$ cat src/rtl/ex_div.sv
// Iterative restoring divider for the EX stage: DIV/DIVU/REM/REMU, one quotient bit per cycle.
// Divide-by-zero and signed overflow bypass the iteration and complete in a single cycle.
module ex_div #(
    parameter int DW = 32
) (
    input  logic          clk,
    input  logic          rstn,
    input  logic          div_start_i,
    input  logic [1:0]    div_op_i,
    input  logic [DW-1:0] div_dividend_i,
    input  logic [DW-1:0] div_divisor_i,
    input  logic [4:0]    div_rd_addr_i,
    input  logic          div_flush_i,
    output logic          div_hold_o,
    output logic          div_busy_o,
    output logic          div_ready_o,
    output logic [DW-1:0] div_result_o,
    output logic [4:0]    div_rd_addr_o,
    output logic          div_we_o
);

    typedef enum logic [1:0] {
        S_IDLE,
        S_CALC,
        S_END
    } state_t;

    localparam logic [5:0]    LAST_STEP = 6'(DW - 1);
    localparam logic [DW-1:0] MIN_NEG   = {1'b1, {(DW-1){1'b0}}};

    state_t        state_reg, state_next;
    logic [5:0]    cnt_reg;
    logic          op_rem_reg;
    logic [4:0]    rd_reg;
    logic          dvd_neg_reg, dvs_neg_reg;
    logic [DW-1:0] dq_reg, rem_reg, dvs_reg;
    logic [DW-1:0] result_reg;
    logic [4:0]    rd_out_reg;

    logic          signed_op, dvd_neg_in, dvs_neg_in;
    logic [DW-1:0] dvd_abs, dvs_abs;
    logic          div_zero, overflow, special, start_ok, last_step;
    logic [DW-1:0] special_result;
    logic [DW:0]   shifted, diff;
    logic          q_bit;
    logic [DW-1:0] rem_step, dq_step, q_fix, r_fix, calc_result;

    // Operand preparation at start: signs only matter for DIV/REM.
    always_comb begin
        signed_op  = ~div_op_i[0];
        dvd_neg_in = signed_op & div_dividend_i[DW-1];
        dvs_neg_in = signed_op & div_divisor_i[DW-1];
        dvd_abs    = dvd_neg_in ? -div_dividend_i : div_dividend_i;
        dvs_abs    = dvs_neg_in ? -div_divisor_i : div_divisor_i;
        div_zero   = (div_divisor_i == '0);
        overflow   = signed_op && (div_dividend_i == MIN_NEG) && (div_divisor_i == '1);
        special    = div_zero | overflow;
        if (div_zero)
            special_result = div_op_i[1] ? div_dividend_i : '1;
        else
            special_result = div_op_i[1] ? '0 : div_dividend_i;
        start_ok   = (state_reg == S_IDLE) && div_start_i && !div_flush_i;
    end

    // One restoring step; dq_reg shifts the dividend out and the quotient in.
    always_comb begin
        shifted     = {rem_reg, dq_reg[DW-1]};
        diff        = shifted - {1'b0, dvs_reg};
        q_bit       = ~diff[DW];
        rem_step    = q_bit ? diff[DW-1:0] : shifted[DW-1:0];
        dq_step     = {dq_reg[DW-2:0], q_bit};
        q_fix       = (dvd_neg_reg ^ dvs_neg_reg) ? -dq_step : dq_step;
        r_fix       = dvd_neg_reg ? -rem_step : rem_step;
        calc_result = op_rem_reg ? r_fix : q_fix;
        last_step   = (cnt_reg == LAST_STEP);
    end

    always_comb begin
        state_next = state_reg;
        case (state_reg)
            S_IDLE: begin
                if (start_ok)
                    state_next = special ? S_END : S_CALC;
            end
            S_CALC: begin
                if (div_flush_i)
                    state_next = S_IDLE;
                else if (last_step)
                    state_next = S_END;
            end
            S_END:   state_next = S_IDLE;
            default: state_next = S_IDLE;
        endcase
    end

    always_ff @(posedge clk) begin
        if (!rstn) begin
            state_reg   <= S_IDLE;
            cnt_reg     <= '0;
            op_rem_reg  <= 1'b0;
            rd_reg      <= '0;
            dvd_neg_reg <= 1'b0;
            dvs_neg_reg <= 1'b0;
            dq_reg      <= '0;
            rem_reg     <= '0;
            dvs_reg     <= '0;
            result_reg  <= '0;
            rd_out_reg  <= '0;
        end else begin
            state_reg <= state_next;
            case (state_reg)
                S_IDLE: begin
                    if (start_ok) begin
                        op_rem_reg  <= div_op_i[1];
                        rd_reg      <= div_rd_addr_i;
                        dvd_neg_reg <= dvd_neg_in;
                        dvs_neg_reg <= dvs_neg_in;
                        dq_reg      <= dvd_abs;
                        dvs_reg     <= dvs_abs;
                        rem_reg     <= '0;
                        cnt_reg     <= '0;
                        if (special) begin
                            result_reg <= special_result;
                            rd_out_reg <= div_rd_addr_i;
                        end
                    end
                end
                S_CALC: begin
                    if (!div_flush_i) begin
                        dq_reg  <= dq_step;
                        rem_reg <= rem_step;
                        cnt_reg <= cnt_reg + 6'd1;
                        if (last_step) begin
                            result_reg <= calc_result;
                            rd_out_reg <= rd_reg;
                        end
                    end
                end
                default: ;
            endcase
        end
    end

    // A flush landing in END kills the write-back pulse in that same cycle.
    assign div_hold_o    = rstn & (start_ok | (state_reg == S_CALC));
    assign div_busy_o    = (state_reg != S_IDLE);
    assign div_ready_o   = (state_reg == S_END) & ~div_flush_i;
    assign div_we_o      = div_ready_o;
    assign div_result_o  = result_reg;
    assign div_rd_addr_o = rd_out_reg;

endmodule

$ cat config.mk
export PLATFORM = sky130hd
export DESIGN_NAME = ex_div
export DESIGN_NICKNAME = d
export VERILOG_FILES = /design/src/rtl/ex_div.sv
export SDC_FILE = /design/constraint.sdc
export NUM_CORES = 1
export LEC_CHECK = 0
export CAP_MARGIN = 20
export CORE_ASPECT_RATIO = 1.25
export CORE_MARGIN = 2
export CORE_UTILIZATION = 47
export CTS_CLUSTER_DIAMETER = 50
export CTS_CLUSTER_SIZE = 14
export DETAILED_ROUTE_END_ITERATION = 8
export DONT_BUFFER_PORTS = 1
export HOLD_SLACK_MARGIN = 0.02
export PLACE_DENSITY = 0.66
export SLEW_MARGIN = 25
export SYNTH_ARGS = -nofsm -noshare
export SYNTH_HDL_FRONTEND = slang
export SYNTH_SLANG_ARGS = --single-unit
export TNS_END_PERCENT = 20
$ cat constraint.sdc
create_clock -name clk -period 6.1 [get_ports clk]
set_input_delay 1.22 -clock clk [delete_from_list [all_inputs] [get_ports clk]]
set_output_delay 1.22 -clock clk [all_outputs]
set_load 0.01 [all_outputs]
==> metrics.txt <==
status=finished clean; post-CTS setup buffer count=0; post-cts hold buffer count=0; unrepaired setup endpoints after global routing=false; CP Cell Sequence=inv_1, ha_1, fa_1, nand2b_1, a211oi_4, o21ai_1, a211oi_1, or3_4, and2_2, inv_2, a21oi_1, ha_1, nand2_1, nor4b_1, nor4bb_2, a31oi_1, or3_1, o31a_1, a31oi_1, a21oi_1; Psw=1.02 mW; DRT iter0 DRCs=984; Slew @ Worst Pin=1010 ps; Syn Inst Count=~1700; Seq/Total Area, Yosys=0.241; Inserted Clock Buffers=17; Setup WS pre-CTS=between 300 and 400 ps; Util after Layout=0.504; Ys Warns=0; EDFF count, synth=0; Placer Congestion=0.956; Area growth syn-to-layout=5.87%; crit path max fanout=14; switching share of power=0.344; TNS Setup=0 ps; Via density=a little over 6; syn_area_per_cell=7.35 µm²; initial antenna violation count=0; Row Count=66; Power Dens Cells=roughly 220 nW/µm²; commonest non-fill, non-tap cell in the layout=nand2_1; Int Power=1.94 mW; DR vias=12100; Post-Route WL=about 40000 µm; startpoint types=flop; worst setup path category=reg2reg; Slowest cell on crit path=or3_1; H-tree depth=4; final clock skew=about 14 ps; I/O pins=116; Clock Tree Buf Depth=2; die extent in x=between 100 and 150 µm; Distinct cells, synth=84; Clock Latency Late Sink=450 ps; Worst Path Required=6430 ps; Final #Nets=1723; power share of the sequential group=0.364; combinational fraction of design power=0.278; starting density of the core=0.476; share of cells above drive strength 1=0.0598; vias in the first global route=11400; largest net degree at the start of global routing=144; Syn Nets=1800; Post-synth ARST share=0; total track usage=0.291; antenna-violating nets left=0; clock share of power=0.358; CTS root buf=clkbuf_16; Critical Path Max Stage Delay=500 ps; Synth Cell Area=12400 µm²; Filler cells=2588; max-cap viol count=0; fmax=174 MHz; most frequent cells in the layout=nand2_1 (191), dfxtp_1 (149), a21oi_1 (144); critical path arrival=6080 ps; first-pass GRT wire length=63000 µm; DIE HEIGHT=186 µm; fin worst setup slack=351 ps; CP endpoint kind=flop; hold slack=465 ps; # DRC=0; Worst slew margin=0.324; Yosys reg bits=149; # port buffers=0; DRT Pass-1 Iters=6; clock tree sinks=around 150; P_leak=5.20 nW; core area=26000 µm²; Antenna diodes=0; average wire per standard cell=20.4 µm; Die ar.=~28000 µm²; Hold WC Path Type=reg2reg; CTS tree=built; grt total ovfl=0; final setup violation count=0; Final period util=0.942; Hold Fails Final Rpt=0; Most used DFF post-synth=dfxtp_1; DPL Wire Length=30200 µm; Pins Over Slew Limit=0; maximum VDD drop=a little under 200 µV; Worst-path clk slew=70 ps; final worst path period need=5750 ps
==> final timing paths <==
path	from	to	slack, ps	depth (start not counted)
min reg2reg	rd_reg[2]	rd_reg[2]	470	2
min	rd_reg[2]	rd_reg[2]	470	2
max reg2reg	dq_reg[31]	div_result_o[30]	350	20
max	dq_reg[31]	div_result_o[30]	350	20
==> metrics by stage <==
stage               std cells  area (µm²)  power (mW)
finish                   1962       13100        2.95
floorplan                1686       12400        1.72
detailed placement       1930       12500        1.89
global route             1962       13100        3.08
CTS                      1962       13100        2.94
global placement         1930       12500        1.89
==> cell families (layout without fill, tap and decap cells) <==
kind of cell / count (synthesis) / after routing / synth area share
AND/OR/NAND/NOR: 619 / 619 / 0.249
AO/OA/AOI/OAI: 525 / 525 / 0.278
buffers and inverters: 171 / 107 / 0.0553
flip-flops: 149 / 149 / 0.241
XOR/XNOR: 131 / 131 / 0.0926
adder cells (fa/ha/maj): 54 / 54 / 0.0521
multiplexers: 37 / 37 / 0.0323
==> layout make-up <==
class / count / area [µm²] / share of cell area
well taps: 340 / 425 / 0.0324
flip-flops and latches: 149 / 2980 / 0.227
clock buffers: 21 / 440 / 0.0336
inverters: 53 / 199 / 0.0152
clock inverters: 11 / 129 / 0.00983
multi-input cells: 1366 / 8770 / 0.669
repair buffers: 22 / 165 / 0.0126
==> repair_timing <==
| item | in CTS | in global routing |
|---|---|---|
| gates resized for setup | 0 | 3 |
| endpoints found under the setup margin | 0 | 5 |
| endpoints found under the hold margin | 0 | 0 |
==> worst max-delay path, delay by kind of cell (launching register included) <==
kind / cells / cell delay, ps
DFF: 1 / 400
AOI/OAI and AO/OA: 8 / 1930
and+or+nand+nor: 7 / 2190
adders and majority gates: 3 / 930
buffers and inverters: 2 / 180
==> synth_stat cells, types with 9 or more instances <==
library cell  count  area share
nand2_1         191       0.058
maj3_1           15       0.012
a211oi_1         40       0.024
mux2_2           10      0.0091
and3_1            9      0.0045
dfxtp_1         149        0.24
nand2b_1         15      0.0076
a21oi_1         144       0.058
inv_1            51       0.015
a221oi_1         10      0.0071
o211a_1          33       0.027
nor2_1          141       0.043
xor2_1           61       0.043
a21o_1           15      0.0091
nand4_1          24       0.012
ha_1             38       0.038
or3_1            20       0.010
o21ai_0         118       0.048
clkbuf_1        103       0.031
o31ai_1          21       0.013
nand3_1          29       0.012
a31oi_1          21       0.011
o211ai_1         20       0.012
mux2i_1          25       0.020
a21boi_0         20       0.012
a22oi_1          14      0.0085
xnor2_1          70       0.049
and2_1           36       0.018
nor2b_1          52       0.026
nor3_1           39       0.016
nor4_1           16      0.0081
==> metal layers <==
layer	vias to the layer above	wire length [µm]	track usage
met3	87	2100	0.0488
met1	5705	16600	0.350
met4	0	2000	0.146
met2	382	19300	0.499
met5	-	0	0
li1	5926	-	-
==> power by group through the flow <==
stage          combinational, mW  clock [mW]  sequential, mW
6_report                   0.821        1.06            1.07
5_1_grt                    0.903        1.10            1.08
4_1_cts                    0.806        1.06            1.07
3_5_place_dp               0.799           0            1.10
3_3_place_gp               0.793           0            1.09
2_1_floorplan              0.638           0            1.08
Note: power is estimated with default switching activity, not from simulation.
